`src/rtl/fifo_rd_ctrl.sv`:
```
// Async FIFO read-side controller: read pointers, empty/almost-empty flags and a prefetching output register.
// Define FIFO_RD_LEVEL_EN to expose the registered memory occupancy on rd_level.
module fifo_rd_ctrl #(
    parameter int data_width    = 8,
    parameter int ptr_width     = 9,
    parameter int aempty_thresh = 4
) (
    input  logic                  rclk,
    input  logic                  r_rst,
    input  logic [ptr_width:0]    rq2_wptr,
    input  logic [data_width-1:0] mem_rdata,
    output logic [ptr_width:0]    raddr,
    output logic [ptr_width:0]    rptr,
    output logic                  empty,
    output logic                  almost_empty,
    output logic                  m_valid,
    output logic [data_width-1:0] m_data,
    input  logic                  m_ready,
    output logic [ptr_width:0]    rd_level
);

    localparam logic [ptr_width:0] ae_lim = (ptr_width + 1)'(aempty_thresh);

    logic [ptr_width:0] rbin;
    logic [ptr_width:0] rbin_next;
    logic [ptr_width:0] rgray_next;
    logic [ptr_width:0] wbin;
    logic [ptr_width:0] occ;
    logic               r_en;

    // Fetch whenever a word is available and the output slot is free or being drained.
    always_comb begin
        r_en       = !empty && (!m_valid || m_ready);
        rbin_next  = rbin + {{ptr_width{1'b0}}, r_en};
        rgray_next = (rbin_next >> 1) ^ rbin_next;
    end

    always_comb begin
        wbin = '0;
        wbin[ptr_width] = rq2_wptr[ptr_width];
        for (int i = ptr_width - 1; i >= 0; i--) begin
            wbin[i] = wbin[i+1] ^ rq2_wptr[i];
        end
    end

    // Modular difference; the extra pointer bit lets a full memory read as depth.
    assign occ   = wbin - rbin_next;
    assign raddr = rbin;

    always_ff @(posedge rclk or posedge r_rst) begin
        if (r_rst) begin
            rbin         <= '0;
            rptr         <= '0;
            empty        <= 1'b1;
            almost_empty <= 1'b1;
        end else begin
            rbin         <= rbin_next;
            rptr         <= rgray_next;
            empty        <= (rgray_next == rq2_wptr);
            almost_empty <= (occ <= ae_lim);
        end
    end

    always_ff @(posedge rclk or posedge r_rst) begin
        if (r_rst) begin
            m_valid <= 1'b0;
            m_data  <= '0;
        end else if (r_en) begin
            m_valid <= 1'b1;
            m_data  <= mem_rdata;
        end else if (m_valid && m_ready) begin
            m_valid <= 1'b0;
        end
    end

`ifdef FIFO_RD_LEVEL_EN
    always_ff @(posedge rclk or posedge r_rst) begin
        if (r_rst) begin
            rd_level <= '0;
        end else begin
            rd_level <= occ;
        end
    end
`else
    assign rd_level = '0;
`endif

endmodule

```
`config.mk`:
```
export PLATFORM = sky130hd
export DESIGN_NAME = fifo_rd_ctrl
export DESIGN_NICKNAME = d
export VERILOG_FILES = /design/src/rtl/fifo_rd_ctrl.sv
export SDC_FILE = /design/constraint.sdc
export NUM_CORES = 1
export LEC_CHECK = 0
export CAP_MARGIN = 20
export CORE_MARGIN = 2
export CORE_UTILIZATION = 40
export DETAILED_ROUTE_END_ITERATION = 10
export PLACE_DENSITY_LB_ADDON = 0.08
export SLEW_MARGIN = 20
export SYNTH_ARGS = -nofsm -noshare
export SYNTH_HDL_FRONTEND = slang
export SYNTH_SLANG_ARGS = --single-unit
```
`constraint.sdc`:
```
create_clock -name rclk -period 5.2 [get_ports rclk]
set_input_delay 1.04 -clock rclk [delete_from_list [all_inputs] [get_ports rclk]]
set_output_delay 1.04 -clock rclk [all_outputs]
set_load 0.01 [all_outputs]
```
== Word-level counts from Yosys, hierarchy flattened ==
Index checks and enable logic that the tools add are counted.

* Flip-flop bits (word level): 31
* Input bits: 21
* Output and inout port bits: 41
* Word-level logic and storage cells: 28

* Add/sub/neg operators: 2
* Magnitude comparators: 1
* Equality and inequality tests: 1
* Muxes and demuxes: 2
* Bitwise operators: 10
* Reduce and logical (&&, ||, !) cells: 6

{| class="wikitable"
|+ Operators with widths
! kind !! count
|-
| $add 10x1->10 || 1
|-
| $eq 10x10->1 || 1
|-
| $le 10x3->1 const B || 1
|-
| $sub 10x10->10 || 1
|-
| $xor 9x10->10 || 1
|-
| $xor 1x1->1 || 9
|-
| $logic_and 1x1->1 || 2
|-
| $logic_not 1->1 || 2
|-
| $mux 1 || 2
|-
| $reduce_bool 2->1 || 1
|-
| $logic_or 1x1->1 || 1
|}

== Longest topological paths before layout ==
Gate-level depths: netlist of the first run.

* Depth in word-level cells: 11
* Depth in mapped cells: 15
* Depth with buffers taken out: 15

== Worst setup path before layout of the first run ==
No wires, ideal clock.

* Path kind: input-to-reg
* From: input port m_ready
* To: register almost_empty
* Setup time: 0.089 ns
* Data arrival time: 3.952 ns
* Required time: 5.111 ns
* Path slack: 1.159 ns
* Cell stages on the path: 12
* Path buffers: 0
* Cell sequence: inv_1 > a21oi_1 > ha_1 > ha_1 > xor2_1 > inv_1 > ha_1 > o21ai_0 > a21oi_1 > o22ai_1 > mux2_2 > a211oi_1

* Longest elaborated chain between the ends: 5

{| class="wikitable"
|+ Ends and longest elaborated chain
! item !! RTL line !! text
|-
| from (decl) || 18 || <nowiki>input logic m_ready,</nowiki>
|-
| $logic_or 1x1->1 || 33 || <nowiki>r_en = !empty && (!m_valid || m_ready);</nowiki>
|-
| $logic_and 1x1->1 || 33 ||
|-
| net r_en || 29 || <nowiki>logic r_en;</nowiki>
|-
| $add 10x1->10 || 34 || <nowiki>rbin_next = rbin + {{ptr_width{1'b0}}, r_en};</nowiki>
|-
| net rbin_next[2] || 25 || <nowiki>logic [ptr_width:0] rbin_next;</nowiki>
|-
| $sub 10x10->10 || 47 || <nowiki>assign occ = wbin - rbin_next;</nowiki>
|-
| $le 10x3->1 || 60 || <nowiki>almost_empty <= (occ <= ae_lim);</nowiki>
|-
| to (signal assigned) || 60 ||
|-
| to (decl) || 15 || <nowiki>output logic almost_empty,</nowiki>
|}

The timed path passes the listed nets, and every way through them passes these cells.
A chain may end at the register's enable or synchronous reset.

== Worst setup path in the final report of the first run ==
* From: input port rq2_wptr[7]
* To: register almost_empty

* Longest elaborated chain between the ends: 10

{| class="wikitable"
|+ Ends and longest elaborated chain
! item !! RTL line !! text
|-
| from (decl) || 10 || <nowiki>input logic [ptr_width:0] rq2_wptr,</nowiki>
|-
| $xor 1x1->1 (*) || 42 || <nowiki>wbin[i] = wbin[i+1] ^ rq2_wptr[i];</nowiki>
|-
| $xor 1x1->1 (7 in series) || 42 ||
|-
| $sub 10x10->10 (*) || 47 ||
|-
| $le 10x3->1 (*) || 60 ||
|}

Every way passes the cells marked *; elsewhere a longest branch is shown, timed or not.

==> flow_summary.json, run 1 <==
{
  "post_cts_buffers": 0,
  "grt_pass1_wl_mm": 7.05,
  "gp_congestion": 0.814,
  "setup_tns_ps": 0,
  "cts.htree.levels": 2,
  "p_leak_uw": 0.00122,
  "vias_per_cell": 4.65,
  "drtIter0Drc": 45,
  "rsz0062_at_grt": "no",
  "ys_ff_latch": 30,
  "synth_top_cell_by_area": "dfrtp_1",
  "synth_cells": 207,
  "grt_usage_pct": 15.1,
  "synth_enable_flop_cells": 0,
  "slew_viol_final": 0,
  "wl_per_cell_microns": 12.3,
  "rows": 26,
  "final_nets": 294,
  "use_met2_pct": 24.7,
  "drt-total-wl_mm": 4.10,
  "finalSetupViolations": 0,
  "synth_top_area_share_pct": 33.6,
  "synth_cell_type_count": 46,
  "grt.overflow.total": 0,
  "dp_cells": 325,
  "dieArea_sq_um": 5800,
  "synth_flop_cell": "dfrtp_1",
  "cts_resized": 0,
  "maxCapViolCount": 0,
  "met1_usage_pct": 19.4,
  "path_class": "input port to register",
  "grt-busiest-layer": "met2",
  "cts_buffers": 5,
  "critPathArrivalTime_ps": 4510,
  "cts_tree": "yes",
  "worst_pin_slew_ps": 594,
  "place_hpwl_mm": 3.25,
  "clkTransAtPathRegs_ps": 70,
  "fin_cells": 333,
  "ys.warnings.count": 0,
  "synth_area_leaders": "dfrtp_1, xnor2_1, ha_1, xor2_1, mux2_2",
  "cts.hold.buffers_added": 0,
  "synth_area_sq_um": 2080,
  "powerDensity_nw_per_um2": 487,
  "clk_latency_ps": 290,
  "first_global_vias": 1509,
  "port_buffers": 51,
  "final_antenna_net_count": 0,
  "endpoint_kind": "register",
  "layout_common_cells": "clkdlybuf4s50_1, dfrtp_1, xnor2_1",
  "area_delta_synth_final_pct": 31.9,
  "hold_path_class": "register to register",
  "die_y_microns": 76.2,
  "cp_max_fo": 4,
  "period_share_pct": 82.9,
  "antenna_found_initial": 0,
  "ys_seq_area_share_pct": 36.2,
  "cts_root_buf": "clkbuf_8",
  "clockBufferDepth": 2,
  "relSlewSlack_pct": 60.1,
  "die_x_microns": 76.2,
  "grt_max_degree": 31,
  "post-route-min-period_ps": 4310,
  "ioPinCount": 62,
  "status": "finished clean",
  "clock_sinks": 30,
  "firstDrtPassIters": 4,
  "drcViolationCount": 0,
  "ir_drop_mv": 0.300,
  "mostFrequentLayoutCell": "clkdlybuf4s50_1",
  "required_ps": 5400,
  "fmax_mhz": 232,
  "vias": 1549,
  "avgSynthCellArea_sq_um": 10.1,
  "timing.clock.skew_ps": 7.64,
  "fp.coreArea_sq_um": 5070,
  "drive_gt1_share_pct": 11.8,
  "crit_path_start_kind": "input port",
  "use_met3_pct": 3.67,
  "finalHoldViolations": 0,
  "ys_async_sr_fraction_pct": 100,
  "initial_utilization_pct": 41.1,
  "antenna_cells": 0
}
metal layers:
layer,vias to the layer above,wire (microns)
li1,789,-
met1,715,1940
met2,40,1900
met3,5,194
met4,0,66
met5,-,0
cells in the mapped netlist (all sizes together), types with 7 or more instances:
library cell  instances
nor2                  7
nand2                12
dfrtp                28
mux2                 10
xor2                 16
a21oi                 9
o21ai                 9
xnor2                23
ha                   11
buf                  12
inv                  17
path summary, 6_finish.rpt:
kind	from	to	slack, ps	cells after the start
min in group asynchronous	r_rst	rptr[5]$_DFF_PP0_	1130	3
setup reg to reg	m_valid$_DFFE_PP0P_	almost_empty$_DFF_PP1_	1830	12
hold reg to reg	empty$_DFF_PP1_	m_valid$_DFFE_PP0P_	470	1
hold / removal	empty$_DFF_PP1_	m_valid$_DFFE_PP0P_	470	1
max in group asynchronous	r_rst	empty$_DFF_PP1_	3760	3
setup / recovery	rq2_wptr[7]	almost_empty$_DFF_PP1_	890	14
flip-flops by register name (all words and copies together), names as in the netlist:
signal,flops
m_data,8
rptr,9
almost_empty,1
m_valid,1
empty,1
raddr,10
per-stage QoR:
| stage | utilization, % | hold WS (ps) | power, uW | instance area, sq um | worst slack (ps) |
|---|---|---|---|---|---|
| after floorplan | - | 466 | 874 | 2120 | 1160 |
| after global placement | 52.0 | 463 | 1120 | 2640 | 612 |
| after detailed placement | 52.0 | 461 | 1120 | 2640 | 574 |
| after CTS | 54.1 | 478 | 1360 | 2750 | 863 |
| after global routing | 54.1 | 494 | 1460 | 2750 | 624 |
| final | 54.1 | 473 | 1340 | 2750 | 889 |
area by class of cell:
type                            count  area [sq um]
Fill cell                         494          2330
Clock inverter                      3          40.0
Clock buffer                        5          68.8
Tap cell                           70          87.6
Timing Repair Buffer               54           533
Multi-Input combinational cell    154          1200
Inverter                           17          63.8
Sequential cell                    30           753
cell families (layout without fill, tap and decap cells):
logic type               after synthesis  in the layout  synth area share, %
other                                  1             10                0.180
adder cells (fa/ha/maj)               11             11                 6.61
AO/OA/AOI/OAI                         34             34                 10.2
multiplexers                          11             11                 5.89
flip-flops                            30             30                 36.2
buffers and inverters                 32             79                 7.81
AND/OR/NAND/NOR                       46             46                 12.0
XOR/XNOR                              42             42                 21.2
report_power, final:
part / internal [uW] / switching (uW) / leakage, uW
logic: 384 / 374 / 0.000797
registers: 296 / 54.9 / 0.000364
clock network: 141 / 89.3 / 0.0000579
worst max-delay path, stage by stage:
cell and delay [ps]:
clkdlybuf4s50_1 550, xor3_2 500, xor2_2 180, xnor2_2 170
xnor2_2 170, xnor2_2 260, xnor2_1 160, ha_1 250
nor2b_1 140, o21ai_0 210, a21oi_1 110, o22ai_1 220
mux2_2 360, a211oi_1 200
Power figures use the tool's default switching activity.
==> run 2, diff against run 1 <==
==> constraint.sdc (replaced) <==
create_clock -name rclk -period 3.65 [get_ports rclk]
set_input_delay 0.73 -clock rclk [delete_from_list [all_inputs] [get_ports rclk]]
set_output_delay 0.73 -clock rclk [all_outputs]
set_load 0.01 [all_outputs]
==> run 2 against run 1 <==
Clock power grew 46%; die area is the same; first-iteration DRC count grew 60%.
==> flow_summary.json, run 2 (synthesis gave the netlist of run 1 again) <==
{
  "ir_drop_mv": 0.400,
  "final_core_util_pct": 59.3,
  "relSlewSlack_pct": 65.9,
  "rows": 26,
  "clock_sinks": 30,
  "powerDensity_nw_per_um2": 716,
  "endpoint_kind": "register",
  "path_cells": "dlygate4sd2_1, xor3_2, xor2_4, xnor2_2, xnor2_2, xnor2_2, xnor2_1, ha_1, nor2b_1, o21ai_2, a21oi_2, o22ai_2, mux2_4, a211oi_2",
  "setup_tns_ps": 0,
  "antenna_found_initial": 0,
  "firstDrtPassIters": 4,
  "wl_met1_mm": 2.08,
  "vias": 1676,
  "crit_path_start_kind": "input port",
  "grt_usage_pct": 16.4,
  "gp_congestion": 0.806,
  "initial_utilization_pct": 41.1,
  "timing.rr.start": "m_valid$_DFFE_PP0P_",
  "critPathArrivalTime_ps": 3680,
  "cp_max_fo": 2,
  "reg2reg_depth": 13,
  "finalSetupViolations": 0,
  "startpoint": "rq2_wptr[7]",
  "grt_pass1_wl_mm": 7.69,
  "final_antenna_net_count": 0,
  "dieArea_sq_um": 5800,
  "fmax_mhz": 288,
  "cts.hold.buffers_added": 0,
  "cts_tree": "yes",
  "finalHoldViolations": 0,
  "p_leak_uw": 0.00138,
  "hold_path_class": "register to register",
  "vias_per_cell": 4.66,
  "die_y_microns": 76.2,
  "drive_gt1_share_pct": 22.8,
  "largest_reg_flops": 10,
  "wl_per_cell_microns": 12.6,
  "port_buffers": 51,
  "drt-total-wl_mm": 4.54,
  "timing.clock.skew_ps": 6.14,
  "top_layer_used": "met4",
  "whs_ps": 478,
  "r2r_end": "almost_empty$_DFF_PP1_",
  "die_x_microns": 76.2,
  "required_ps": 3860,
  "antenna_cells": 0,
  "fillCellCount": 484,
  "slew_viol_final": 0,
  "fp.coreArea_sq_um": 5070,
  "period_share_pct": 95.2,
  "cts_buffers": 5,
  "place_hpwl_mm": 3.52,
  "mostFrequentLayoutCell": "clkdlybuf4s50_1",
  "final_nets": 322,
  "layout_common_cells": "clkdlybuf4s50_1, buf_4, dfrtp_1",
  "endpoint": "almost_empty$_DFF_PP1_",
  "clkTransAtPathRegs_ps": 60,
  "crit_slowest_cell": "xor3_2",
  "maxCapViolCount": 0,
  "drtIter0Drc": 72,
  "rrSetupSlack_ps": 760,
  "area_delta_synth_final_pct": 44.5,
  "wl_met3_microns": 186,
  "grt.overflow.total": 0,
  "post-route-min-period_ps": 3470,
  "grt_max_degree": 31,
  "wl_met2_mm": 2.20,
  "rsz0062_at_grt": "no",
  "clockBufferDepth": 2,
  "worst_pin_slew_ps": 507,
  "first_global_vias": 1621,
  "status": "finished clean",
  "cts.htree.levels": 2,
  "cp_common_cell": "xnor2_2",
  "drcViolationCount": 0,
  "ioPinCount": 62,
  "cpPeakStageDelay_ps": 490,
  "cts_root_buf": "clkbuf_8",
  "clk_latency_ps": 280,
  "path_class": "input port to register"
}
==> run 2: where the power goes <==
part / switching [uW] / leakage (uW) / internal, uW / total [uW]
registers: 78.8 / 0.000364 / 422 / 501
clock network: 118 / 0.0000573 / 218 / 336
logic: 613 / 0.000958 / 707 / 1320
==> run 2: worst max-delay path, delay by kind of cell <==
kind / cells / cell delay [ps]
buffers and inverters: 1 / 220
AO/OA/AOI/OAI: 4 / 650
multiplexers: 1 / 320
AND/OR/NAND/NOR: 1 / 150
adder cells (fa/ha/maj): 1 / 310
XOR/XNOR: 6 / 1300
==> run 2: final cells by class <==
cell class / instances / area (sq um) / area share (%)
inverter: 17 / 63.8 / 2.12
sequential: 30 / 753 / 25.0
multi-input combinational: 154 / 1250 / 41.6
timing repair buffer: 82 / 739 / 24.6
clock inverter: 1 / 30.0 / 0.998
tap: 70 / 87.6 / 2.91
clock buffer: 6 / 82.6 / 2.74
==> run 2: stage by stage <==
stage          total power (uW)  area, sq um  cells  worst slack, ps
2_1_floorplan              1250         2120    216              134
3_3_place_gp               1760         2830    350             -483
3_5_place_dp               1770         2830    350             -541
4_1_cts                    2140         2970    358             70.5
5_1_grt                    2320         3010    360             6.89
6_report                   2160         3010    360              177
==> run 2: layer usage <==
layer  vias up  global-route usage (%)
met5         -                       0
met4         0                    4.91
met3         6                    3.08
met2        36                    28.0
met1       784                    21.2
li1        850                       -
==> run 2: how the worst min path moves through the flow <==
stage                     from                   to  slack (ps)  depth (start not counted)
2_1_floorplan  empty$_DFF_PP1_  m_valid$_DFFE_PP0P_         470                          1
3_3_place_gp   empty$_DFF_PP1_  m_valid$_DFFE_PP0P_         460                          1
3_5_place_dp   empty$_DFF_PP1_  m_valid$_DFFE_PP0P_         470                          1
4_1_cts        empty$_DFF_PP1_  m_valid$_DFFE_PP0P_         490                          1
5_1_grt        empty$_DFF_PP1_  m_valid$_DFFE_PP0P_         520                          1
6_report       empty$_DFF_PP1_  m_valid$_DFFE_PP0P_         480                          1
==> run 2: what timing repair did <==
| item | 4_1_cts | 5_1_grt |
|---|---|---|
| resized for setup | 8 | 5 |
| pin swaps | 10 | 7 |
| setup buffers | 1 | 2 |
| endpoints found under the hold margin | 0 | 0 |
| endpoints found under the setup margin | 1 | 1 |
